`config.mk`:
```
export PLATFORM = sky130hd
export DESIGN_NAME = hbm_stream_reader_flat
export DESIGN_NICKNAME = d
export VERILOG_FILES = /design/src/rtl/hbm_stream_reader_pkg.sv /design/src/rtl/hbm_stream_reader_if.sv /design/src/rtl/hbm_stream_reader_addr_gen.sv /design/src/rtl/hbm_stream_reader.sv /design/src/flat_wrapper.sv
export SDC_FILE = /design/constraint.sdc
export NUM_CORES = 1
export LEC_CHECK = 0
export ABC_CLOCK_PERIOD_IN_PS = 5400
export BUFFER_PORTS_ARGS = -buffer_cell sky130_fd_sc_hd__buf_2
export CAP_MARGIN = 30
export CORE_AREA = 4 4 286 288
export DETAILED_ROUTE_END_ITERATION = 10
export DIE_AREA = 0 0 290 292
export MAX_ROUTING_LAYER = met4
export PLACE_DENSITY = 0.48
export SYNTH_ARGS = -nofsm -noshare
export SYNTH_HDL_FRONTEND = slang
export SYNTH_SLANG_ARGS = --single-unit
```
`constraint.sdc`:
```
create_clock -name clk -period 5.4 [get_ports clk]
set_clock_uncertainty 0.05 [all_clocks]
set_input_delay 1.62 -clock clk [delete_from_list [all_inputs] [get_ports clk]]
set_output_delay 1.62 -clock clk [all_outputs]
set_load 0.01 [all_outputs]
```
`src/rtl/hbm_stream_reader_pkg.sv`:
```
// rtl/hbm_stream_reader_pkg.sv - hbm_rd_pkg: state enum, AR constants and ARSIZE helper for hbm_stream_reader
package hbm_rd_pkg;

  typedef enum logic [1:0] {
    IDLE  = 2'd0,
    ISSUE = 2'd1,
    DRAIN = 2'd2
  } rd_state_t;

  localparam logic [1:0] ARBURST_INCR = 2'b01;
  localparam logic [2:0] ARPROT_DEF   = 3'b010;
  localparam logic [3:0] ARCACHE_DEF  = 4'b0000;

  // Bytes per beat as an AXI size code; only 256- and 512-bit buses are legal.
  function automatic logic [2:0] arsize_of(input int unsigned dw);
    return (dw == 512) ? 3'b110 : 3'b101;
  endfunction

endpackage

```
`src/rtl/hbm_stream_reader_if.sv`:
```
// rtl/hbm_stream_reader_if.sv - AXI4 read channels plus downstream beat bus for hbm_stream_reader
interface hbm_stream_reader_if #(
  parameter int ADDR_WIDTH = 33,
  parameter int DATA_WIDTH = 256,
  parameter int ID_WIDTH   = 5
);
  logic                  m_axi_ARVALID;
  logic                  m_axi_ARREADY;
  logic [ADDR_WIDTH-1:0] m_axi_ARADDR;
  logic [ID_WIDTH-1:0]   m_axi_ARID;
  logic [7:0]            m_axi_ARLEN;
  logic [2:0]            m_axi_ARSIZE;
  logic [1:0]            m_axi_ARBURST;
  logic                  m_axi_ARLOCK;
  logic [3:0]            m_axi_ARCACHE;
  logic [2:0]            m_axi_ARPROT;
  logic [3:0]            m_axi_ARQOS;
  logic [3:0]            m_axi_ARREGION;

  logic                  m_axi_RVALID;
  logic                  m_axi_RREADY;
  logic [DATA_WIDTH-1:0] m_axi_RDATA;
  logic                  m_axi_RLAST;
  logic [ID_WIDTH-1:0]   m_axi_RID;
  logic [1:0]            m_axi_RRESP;

  logic                  dn_vld;
  logic [DATA_WIDTH-1:0] dn_dat;
  logic                  dn_last;
  logic                  dn_rdy;

  modport master (
    output m_axi_ARVALID, m_axi_ARADDR, m_axi_ARID, m_axi_ARLEN, m_axi_ARSIZE,
           m_axi_ARBURST, m_axi_ARLOCK, m_axi_ARCACHE, m_axi_ARPROT, m_axi_ARQOS,
           m_axi_ARREGION, m_axi_RREADY, dn_vld, dn_dat, dn_last,
    input  m_axi_ARREADY, m_axi_RVALID, m_axi_RDATA, m_axi_RLAST, m_axi_RID,
           m_axi_RRESP, dn_rdy
  );

  modport slave (
    input  m_axi_ARVALID, m_axi_ARADDR, m_axi_ARID, m_axi_ARLEN, m_axi_ARSIZE,
           m_axi_ARBURST, m_axi_ARLOCK, m_axi_ARCACHE, m_axi_ARPROT, m_axi_ARQOS,
           m_axi_ARREGION, m_axi_RREADY, dn_vld, dn_dat, dn_last,
    output m_axi_ARREADY, m_axi_RVALID, m_axi_RDATA, m_axi_RLAST, m_axi_RID,
           m_axi_RRESP, dn_rdy
  );

endinterface

```
`src/rtl/hbm_stream_reader_addr_gen.sv`:
```
// rtl/hbm_stream_reader_addr_gen.sv - hbm_rd_addr_gen: 2-D burst index counters and row/column address accumulators
module hbm_rd_addr_gen #(
  parameter int ADDR_WIDTH = 33
) (
  input  logic                  clk,
  input  logic                  rst_n,
  input  logic                  i_load,
  input  logic [ADDR_WIDTH-1:0] i_base,
  input  logic [15:0]           i_inner_cnt,
  input  logic [15:0]           i_outer_cnt,
  input  logic [31:0]           i_inner_stride,
  input  logic [31:0]           i_outer_stride,
  input  logic                  i_step,
  output logic [ADDR_WIDTH-1:0] o_addr,
  output logic                  o_last
);

  logic [ADDR_WIDTH-1:0] r_row_acc;
  logic [ADDR_WIDTH-1:0] r_col_acc;
  logic [15:0]           r_inner_idx;
  logic [15:0]           r_outer_idx;
  logic [15:0]           r_inner_cnt;
  logic [15:0]           r_outer_cnt;
  logic [31:0]           r_inner_stride;
  logic [31:0]           r_outer_stride;
  logic                  w_inner_wrap;
  logic [ADDR_WIDTH-1:0] w_row_next;

  assign w_inner_wrap = (r_inner_idx == r_inner_cnt - 16'd1);
  assign w_row_next   = r_row_acc + ADDR_WIDTH'(r_outer_stride);
  assign o_addr       = r_col_acc;
  assign o_last       = w_inner_wrap && (r_outer_idx == r_outer_cnt - 16'd1);

  // Load the job geometry, then advance one burst per AR handshake (inner index first).
  always_ff @(posedge clk or negedge rst_n) begin
    if (!rst_n) begin
      r_row_acc      <= '0;
      r_col_acc      <= '0;
      r_inner_idx    <= '0;
      r_outer_idx    <= '0;
      r_inner_cnt    <= '0;
      r_outer_cnt    <= '0;
      r_inner_stride <= '0;
      r_outer_stride <= '0;
    end else if (i_load) begin
      r_row_acc      <= i_base;
      r_col_acc      <= i_base;
      r_inner_idx    <= '0;
      r_outer_idx    <= '0;
      r_inner_cnt    <= i_inner_cnt;
      r_outer_cnt    <= i_outer_cnt;
      r_inner_stride <= i_inner_stride;
      r_outer_stride <= i_outer_stride;
    end else if (i_step) begin
      if (w_inner_wrap) begin
        r_inner_idx <= '0;
        r_outer_idx <= r_outer_idx + 16'd1;
        r_row_acc   <= w_row_next;
        r_col_acc   <= w_row_next;
      end else begin
        r_inner_idx <= r_inner_idx + 16'd1;
        r_col_acc   <= r_col_acc + ADDR_WIDTH'(r_inner_stride);
      end
    end
  end

endmodule

```
`src/rtl/hbm_stream_reader.sv`:
```
// rtl/hbm_stream_reader.sv - 2-D strided AXI4 read engine with credit-limited issue; HBM_RD_RESP_CHECK_EN adds rd_err
module hbm_stream_reader
  import hbm_rd_pkg::*;
#(
  parameter int ENGINE_ID       = 0,
  parameter int ADDR_WIDTH      = 33,
  parameter int DATA_WIDTH      = 256,
  parameter int ID_WIDTH        = 5,
  parameter int MAX_OUTSTANDING = 8
) (
  input  logic        clk,
  input  logic        rst_n,
  input  logic        start,
  input  logic [27:0] cfg_base,
  input  logic [7:0]  cfg_arlen,
  input  logic [15:0] cfg_inner_cnt,
  input  logic [15:0] cfg_outer_cnt,
  input  logic [31:0] cfg_inner_stride,
  input  logic [31:0] cfg_outer_stride,
  output logic        busy,
  output logic        done,
`ifdef HBM_RD_RESP_CHECK_EN
  output logic        rd_err,
`endif
  hbm_stream_reader_if.master bus
);

  localparam logic [7:0] MAX_CNT = 8'(MAX_OUTSTANDING);

  rd_state_t             r_state;
  rd_state_t             w_state_next;
  logic                  r_arvalid;
  logic [7:0]            r_arlen;
  logic [7:0]            r_cnt;
  logic [7:0]            w_cnt_next;
  logic                  r_done;
  logic                  w_start_acc;
  logic                  w_zero_job;
  logic                  w_ar_hs;
  logic                  w_r_hs;
  logic                  w_rlast_hs;
  logic                  w_credit;
  logic                  w_last;
  logic [ADDR_WIDTH-1:0] w_addr;
  logic [ADDR_WIDTH-1:0] w_base;

  assign w_start_acc = start && (r_state == IDLE);
  assign w_zero_job  = (cfg_inner_cnt == 16'd0) || (cfg_outer_cnt == 16'd0);
  assign w_ar_hs     = r_arvalid && bus.m_axi_ARREADY;
  assign w_r_hs      = bus.m_axi_RVALID && bus.m_axi_RREADY;
  assign w_rlast_hs  = w_r_hs && bus.m_axi_RLAST;
  assign w_credit    = (w_cnt_next < MAX_CNT);
  assign w_base      = ADDR_WIDTH'({1'b0, 4'(ENGINE_ID), cfg_base});

  hbm_rd_addr_gen #(.ADDR_WIDTH(ADDR_WIDTH)) u_addr_gen (
    .clk            (clk),
    .rst_n          (rst_n),
    .i_load         (w_start_acc),
    .i_base         (w_base),
    .i_inner_cnt    (cfg_inner_cnt),
    .i_outer_cnt    (cfg_outer_cnt),
    .i_inner_stride (cfg_inner_stride),
    .i_outer_stride (cfg_outer_stride),
    .i_step         (w_ar_hs),
    .o_addr         (w_addr),
    .o_last         (w_last)
  );

  // Outstanding count after this cycle's AR and RLAST handshakes, floored at zero.
  always_comb begin
    w_cnt_next = r_cnt;
    if (w_ar_hs && !w_rlast_hs) begin
      w_cnt_next = r_cnt + 8'd1;
    end else if (!w_ar_hs && w_rlast_hs && (r_cnt != 8'd0)) begin
      w_cnt_next = r_cnt - 8'd1;
    end
  end

  // State, credit counter, latched burst length and registered AR/done outputs.
  always_ff @(posedge clk or negedge rst_n) begin
    if (!rst_n) begin
      r_state   <= IDLE;
      r_cnt     <= '0;
      r_arlen   <= '0;
      r_arvalid <= 1'b0;
      r_done    <= 1'b0;
    end else begin
      r_state <= w_state_next;
      r_cnt   <= w_cnt_next;
      r_done  <= (w_start_acc && w_zero_job) || ((r_state == DRAIN) && (w_cnt_next == 8'd0));
      if (w_start_acc) begin
        r_arlen <= cfg_arlen;
      end
      if (r_state == IDLE) begin
        r_arvalid <= w_start_acc && !w_zero_job && w_credit;
      end else if (r_state == ISSUE) begin
        // A pending request holds until accepted; otherwise raise only with credit left.
        r_arvalid <= (r_arvalid && !bus.m_axi_ARREADY) || (!(w_ar_hs && w_last) && w_credit);
      end else begin
        r_arvalid <= 1'b0;
      end
    end
  end

  // Next-state decode for the issue/drain sequence.
  always_comb begin
    w_state_next = r_state;
    case (r_state)
      IDLE:    if (w_start_acc && !w_zero_job) w_state_next = ISSUE;
      ISSUE:   if (w_ar_hs && w_last) w_state_next = DRAIN;
      DRAIN:   if (w_cnt_next == 8'd0) w_state_next = IDLE;
      default: w_state_next = IDLE;
    endcase
  end

  // Status outputs decoded from the state register.
  always_comb begin
    busy = (r_state != IDLE);
    done = r_done;
  end

`ifdef HBM_RD_RESP_CHECK_EN
  logic r_rd_err;

  // Sticky flag for any accepted beat with an error response or a foreign ID.
  always_ff @(posedge clk or negedge rst_n) begin
    if (!rst_n) begin
      r_rd_err <= 1'b0;
    end else if (w_start_acc) begin
      r_rd_err <= 1'b0;
    end else if (w_r_hs && ((bus.m_axi_RRESP != 2'b00) || (bus.m_axi_RID != '0))) begin
      r_rd_err <= 1'b1;
    end
  end

  assign rd_err = r_rd_err;
`else
  logic w_unused_resp;
  assign w_unused_resp = ^{bus.m_axi_RRESP, bus.m_axi_RID};
`endif

  assign bus.m_axi_ARVALID  = r_arvalid;
  assign bus.m_axi_ARADDR   = w_addr;
  assign bus.m_axi_ARID     = {ID_WIDTH{1'b0}};
  assign bus.m_axi_ARLEN    = r_arlen;
  assign bus.m_axi_ARSIZE   = arsize_of(DATA_WIDTH);
  assign bus.m_axi_ARBURST  = ARBURST_INCR;
  assign bus.m_axi_ARLOCK   = 1'b0;
  assign bus.m_axi_ARCACHE  = ARCACHE_DEF;
  assign bus.m_axi_ARPROT   = ARPROT_DEF;
  assign bus.m_axi_ARQOS    = 4'd0;
  assign bus.m_axi_ARREGION = 4'd0;

  assign bus.dn_vld       = bus.m_axi_RVALID;
  assign bus.dn_dat       = bus.m_axi_RDATA;
  assign bus.dn_last      = bus.m_axi_RLAST;
  assign bus.m_axi_RREADY = bus.dn_rdy;

endmodule

```
`src/flat_wrapper.sv`:
```
// flat-port wrapper written by rule: the top's interface ports become plain ports
module hbm_stream_reader_flat import hbm_rd_pkg::*;
#(
  parameter int ENGINE_ID       = 0,
  parameter int ADDR_WIDTH      = 33,
  parameter int DATA_WIDTH      = 256,
  parameter int ID_WIDTH        = 5,
  parameter int MAX_OUTSTANDING = 8
)
  (clk, rst_n, start, cfg_base, cfg_arlen, cfg_inner_cnt, cfg_outer_cnt, cfg_inner_stride, cfg_outer_stride, busy, done, bus_m_axi_ARVALID, bus_m_axi_ARADDR, bus_m_axi_ARID, bus_m_axi_ARLEN, bus_m_axi_ARSIZE, bus_m_axi_ARBURST, bus_m_axi_ARLOCK, bus_m_axi_ARCACHE, bus_m_axi_ARPROT, bus_m_axi_ARQOS, bus_m_axi_ARREGION, bus_m_axi_RREADY, bus_dn_vld, bus_dn_dat, bus_dn_last, bus_m_axi_ARREADY, bus_m_axi_RVALID, bus_m_axi_RDATA, bus_m_axi_RLAST, bus_m_axi_RID, bus_m_axi_RRESP, bus_dn_rdy);
  hbm_stream_reader_if #(.ADDR_WIDTH(ADDR_WIDTH), .DATA_WIDTH(DATA_WIDTH), .ID_WIDTH(ID_WIDTH)) bus_i ();
  input  logic clk;
  input  logic rst_n;
  input  logic start;
  input  logic [27:0] cfg_base;
  input  logic [7:0] cfg_arlen;
  input  logic [15:0] cfg_inner_cnt;
  input  logic [15:0] cfg_outer_cnt;
  input  logic [31:0] cfg_inner_stride;
  input  logic [31:0] cfg_outer_stride;
  output logic busy;
  output logic done;
  output wire logic [$bits(bus_i.m_axi_ARVALID)-1:0] bus_m_axi_ARVALID;
  output wire logic [$bits(bus_i.m_axi_ARADDR)-1:0] bus_m_axi_ARADDR;
  output wire logic [$bits(bus_i.m_axi_ARID)-1:0] bus_m_axi_ARID;
  output wire logic [$bits(bus_i.m_axi_ARLEN)-1:0] bus_m_axi_ARLEN;
  output wire logic [$bits(bus_i.m_axi_ARSIZE)-1:0] bus_m_axi_ARSIZE;
  output wire logic [$bits(bus_i.m_axi_ARBURST)-1:0] bus_m_axi_ARBURST;
  output wire logic [$bits(bus_i.m_axi_ARLOCK)-1:0] bus_m_axi_ARLOCK;
  output wire logic [$bits(bus_i.m_axi_ARCACHE)-1:0] bus_m_axi_ARCACHE;
  output wire logic [$bits(bus_i.m_axi_ARPROT)-1:0] bus_m_axi_ARPROT;
  output wire logic [$bits(bus_i.m_axi_ARQOS)-1:0] bus_m_axi_ARQOS;
  output wire logic [$bits(bus_i.m_axi_ARREGION)-1:0] bus_m_axi_ARREGION;
  output wire logic [$bits(bus_i.m_axi_RREADY)-1:0] bus_m_axi_RREADY;
  output wire logic [$bits(bus_i.dn_vld)-1:0] bus_dn_vld;
  output wire logic [$bits(bus_i.dn_dat)-1:0] bus_dn_dat;
  output wire logic [$bits(bus_i.dn_last)-1:0] bus_dn_last;
  input wire logic [$bits(bus_i.m_axi_ARREADY)-1:0] bus_m_axi_ARREADY;
  input wire logic [$bits(bus_i.m_axi_RVALID)-1:0] bus_m_axi_RVALID;
  input wire logic [$bits(bus_i.m_axi_RDATA)-1:0] bus_m_axi_RDATA;
  input wire logic [$bits(bus_i.m_axi_RLAST)-1:0] bus_m_axi_RLAST;
  input wire logic [$bits(bus_i.m_axi_RID)-1:0] bus_m_axi_RID;
  input wire logic [$bits(bus_i.m_axi_RRESP)-1:0] bus_m_axi_RRESP;
  input wire logic [$bits(bus_i.dn_rdy)-1:0] bus_dn_rdy;
  assign bus_m_axi_ARVALID = bus_i.m_axi_ARVALID;
  assign bus_m_axi_ARADDR = bus_i.m_axi_ARADDR;
  assign bus_m_axi_ARID = bus_i.m_axi_ARID;
  assign bus_m_axi_ARLEN = bus_i.m_axi_ARLEN;
  assign bus_m_axi_ARSIZE = bus_i.m_axi_ARSIZE;
  assign bus_m_axi_ARBURST = bus_i.m_axi_ARBURST;
  assign bus_m_axi_ARLOCK = bus_i.m_axi_ARLOCK;
  assign bus_m_axi_ARCACHE = bus_i.m_axi_ARCACHE;
  assign bus_m_axi_ARPROT = bus_i.m_axi_ARPROT;
  assign bus_m_axi_ARQOS = bus_i.m_axi_ARQOS;
  assign bus_m_axi_ARREGION = bus_i.m_axi_ARREGION;
  assign bus_m_axi_RREADY = bus_i.m_axi_RREADY;
  assign bus_dn_vld = bus_i.dn_vld;
  assign bus_dn_dat = bus_i.dn_dat;
  assign bus_dn_last = bus_i.dn_last;
  assign bus_i.m_axi_ARREADY = bus_m_axi_ARREADY;
  assign bus_i.m_axi_RVALID = bus_m_axi_RVALID;
  assign bus_i.m_axi_RDATA = bus_m_axi_RDATA;
  assign bus_i.m_axi_RLAST = bus_m_axi_RLAST;
  assign bus_i.m_axi_RID = bus_m_axi_RID;
  assign bus_i.m_axi_RRESP = bus_m_axi_RRESP;
  assign bus_i.dn_rdy = bus_dn_rdy;
  hbm_stream_reader #(.ENGINE_ID(ENGINE_ID), .ADDR_WIDTH(ADDR_WIDTH), .DATA_WIDTH(DATA_WIDTH), .ID_WIDTH(ID_WIDTH), .MAX_OUTSTANDING(MAX_OUTSTANDING)) u_core (.clk(clk), .rst_n(rst_n), .start(start), .cfg_base(cfg_base), .cfg_arlen(cfg_arlen), .cfg_inner_cnt(cfg_inner_cnt), .cfg_outer_cnt(cfg_outer_cnt), .cfg_inner_stride(cfg_inner_stride), .cfg_outer_stride(cfg_outer_stride), .busy(busy), .done(done), .bus(bus_i));
endmodule
```
==> flow_metrics.tcl <==
set metrics [dict create \
    status "completed" \
    ioPinCount 731 \
    die_h_um 292 \
    r2r_start "u_core.u_addr_gen.r_row_acc[0]" \
    maxSlewHeadroom 0.364 \
    cts_sinks 214 \
    hold_path.class "reg2reg" \
    ctsHoldBuffers 0 \
    post_cts_resize_count 0 \
    row_count 103 \
    viasPerCell 4.39 \
    yosysWarningCount 0 \
    timing.critical_path.required_ns 5.77 \
    root_buffer "clkbuf_16" \
    r2r_cells 13 \
    syn_area_per_cell_um2 8.20 \
    r2r-end "u_core.u_addr_gen.o_addr[32]" \
    tightestPinTransition_ns 0.954 \
    vdd.ir_drop.worst_uv 233 \
    hpwl_um 43300 \
    met1_length_um 24600 \
    syn_to_final_growth_pct 6.64 \
    synth_cells 1913 \
    finalPower_mw 8.88 \
    clockBufferDepth 3 \
    clk_latency_ns 0.56 \
    wl_met3_um 4870 \
    routedWlPerCell_um 19.2 \
    routed.top_layer "met4" \
    cts_max_level 1 \
    synth-edff-count 0 \
    met2_length_um 24200 \
    grt_first_pass_wirelength_um 81900 \
    clk_pin_slew_worst_paths_ns 0.06 \
    min_period_over_period 0.720 \
    routed-via-count 12708 \
    synth_seq_cells 214 \
    coreArea_mm2 0.0789 \
    dpl_worst_slack_ns 1.17 \
    yosysSeqAreaShare 0.341 \
    worst_ep_arrival_time_ns 4.26 \
    worst_slack_ns 1.51 \
    slew_violations 0 \
    drive_gt1_frac 0.152 \
    synthArstFlopShare 1.00 \
    end_kind "flip-flop" \
    ys_types 77 \
    wl_um 55600 \
    power_density_mw_per_mm2 531 \
    worstPathMaxFanout 6 \
    crit_type "reg2reg" \
    grt_use_total 0.129 \
    start_util 0.199 \
    drc 0 \
    synthesis.area_mm2 0.0157 \
    cellLeakagePower_nw 7.66 \
    min_period_ns 3.89 \
    final_net_count 2293 \
    synth-main-ff-cell "dfrtp_1" \
    fmax_mhz 257 \
    crit_start "u_core.u_addr_gen.r_row_acc[0]" \
    drtPass1Iterations 5 \
    cts_made_buffers 27 \
    antenna_found_initial 6 \
    drv_cap 0 \
    drt_iter0_drc 761 \
    n_fill_cell 8809 \
    ant_nets 0 \
    cts_tree "yes" \
    grt_pass1_vias 12425 \
    io_buffers 185 \
    start_kind "flip-flop" \
    post_cts_buffers 0 \
    grt_max_degree 112 \
    fin_util 0.212 \
    crit_path_end "u_core.u_addr_gen.o_addr[32]" \
    finalSetupViolCount 0 \
    fp.dieW_um 290 \
    rsz0062_at_grt "false" \
    die_area_mm2 0.0847 \
    routabilityCongestion 0.842 \
    hold_viol 0 \
    reg2reg_setup_slack_ns 1.51 \
    tns_ns 0 \
    holdWs_ns 0.424 \
    grt_remaining_overflow 0 \
]
-- per-stage QoR --
| stage | instance area (um^2) | cells |
|---|---|---|
| final | 16700 | 2892 |
| after floorplan | 15800 | 1937 |
| after global routing | 16700 | 2891 |
| after global placement | 15800 | 2840 |
| after CTS | 16700 | 2890 |
| after detailed placement | 15800 | 2840 |
-- Yosys cell counts (16+ instances only) --
| library cell | count | share of area |
|---|---|---|
| a21oi_1 | 103 | 0.033 |
| nand4_1 | 22 | 0.0088 |
| buf_4 | 285 | 0.14 |
| nor4_1 | 16 | 0.0064 |
| nor2_1 | 94 | 0.022 |
| xor2_1 | 47 | 0.026 |
| o211ai_1 | 17 | 0.0081 |
| xnor2_1 | 58 | 0.032 |
| a21o_1 | 24 | 0.011 |
| nand3_1 | 44 | 0.014 |
| mux2i_1 | 25 | 0.016 |
| nand2_1 | 420 | 0.10 |
| o21ai_0 | 103 | 0.033 |
| ha_1 | 70 | 0.056 |
| dfrtp_1 | 214 | 0.34 |
| nand2b_1 | 16 | 0.0064 |
| clkbuf_1 | 55 | 0.013 |
| inv_1 | 37 | 0.0089 |
| nor3_1 | 16 | 0.0051 |
| and3_1 | 21 | 0.0084 |
-- critical path, cell delays in order, from the launching register on --
cell,delay (ns)
dfrtp_1,0.38
ha_1,0.24
inv_1,0.08
fa_1,0.20
nor2b_1,0.07
o31a_1,0.30
o311ai_0,0.73
a31oi_1,0.18
buf_4,0.22
o21ai_0,0.32
nand2_1,0.19
a41oi_1,0.40
mux2i_1,0.28
o211ai_1,0.11
-- cell usage in the layout (no fill, tap or decap), types with 15 or more instances in the layout --
| cell | n |
|---|---|
| o21ai_0 | 103 |
| mux2i_1 | 25 |
| xor2_1 | 47 |
| buf_2 | 184 |
| nand3_1 | 44 |
| o211ai_1 | 17 |
| ha_1 | 70 |
| clkbuf_16 | 27 |
| nand2_1 | 420 |
| and3_1 | 21 |
| or3_1 | 15 |
| a21oi_1 | 103 |
| nor4_1 | 16 |
| dfrtp_1 | 214 |
| nand4_1 | 22 |
| inv_1 | 37 |
| xnor2_1 | 58 |
| nor2_1 | 94 |
| a31oi_1 | 15 |
| nor3_1 | 16 |
| a21o_1 | 24 |
| conb_1 | 26 |
| nand2b_1 | 16 |
| buf_4 | 18 |
-- flip-flops by register name (all words and copies together) (netlist names), 8 cells and up --
name,cells
u_core.u_addr_gen.r_outer_stride,32
u_core.u_addr_gen.r_inner_idx,16
u_core.bus.m_axi_ARLEN,8
u_core.u_addr_gen.r_inner_cnt,16
u_core.u_addr_gen.r_outer_cnt,16
u_core.u_addr_gen.r_row_acc,33
u_core.u_addr_gen.r_inner_stride,32
u_core.u_addr_gen.o_addr,33
u_core.u_addr_gen.r_outer_idx,16
u_core.r_cnt,8
-- how the worst min path moves through the flow --
stage | startpoint | end | slack, ns | depth (start not counted)
after floorplan | u_core.u_addr_gen.r_row_acc[30] | u_core.u_addr_gen.r_row_acc[30] | 0.40 | 2
after global placement | u_core.bus.m_axi_ARLEN[1] | u_core.bus.m_axi_ARLEN[1] | 0.41 | 2
after detailed placement | u_core.bus.m_axi_ARLEN[4] | u_core.bus.m_axi_ARLEN[4] | 0.41 | 2
after CTS | u_core.bus.m_axi_ARLEN[7] | u_core.bus.m_axi_ARLEN[7] | 0.43 | 2
after global routing | u_core.u_addr_gen.r_outer_stride[26] | u_core.u_addr_gen.r_outer_stride[26] | 0.46 | 2
final | u_core.bus.m_axi_ARLEN[6] | u_core.bus.m_axi_ARLEN[6] | 0.42 | 2
-- per-layer routing --
metal | GRT usage | up-vias
li1 | - | 6075
met1 | 0.166 | 5982
met2 | 0.192 | 502
met3 | 0.0439 | 149
met4 | 0.0395 | 0
met5 | - | -
-- report_power, final --
| part | switching [mW] | internal, mW |
|---|---|---|
| sequential | 0.525 | 2.10 |
| combinational | 2.55 | 1.78 |
| clock | 0.786 | 1.14 |
| total | 3.86 | 5.02 |
-- area by class of cell --
| type | count | area, um^2 | share of cell area |
|---|---|---|---|
| flip-flops and latches | 214 | 5360 | 0.320 |
| clock buffers | 32 | 714 | 0.0427 |
| inverters | 37 | 139 | 0.00830 |
| multi-input cells | 1334 | 7880 | 0.471 |
| diodes | 2 | 5.00 | 0.000299 |
| well taps | 1050 | 1310 | 0.0785 |
| clock inverters | 18 | 209 | 0.0125 |
| repair buffers | 205 | 1110 | 0.0664 |
-- cell families after synthesis --
logic type      share of synthesized area
compound gates                      0.152
fa+ha+maj                          0.0584
simple gates                        0.210
mux                                0.0167
buf+inv                             0.162
other cells                      0.000479
xor+xnor                           0.0586
flops                               0.341
Note: power is estimated with default switching activity, not from simulation.
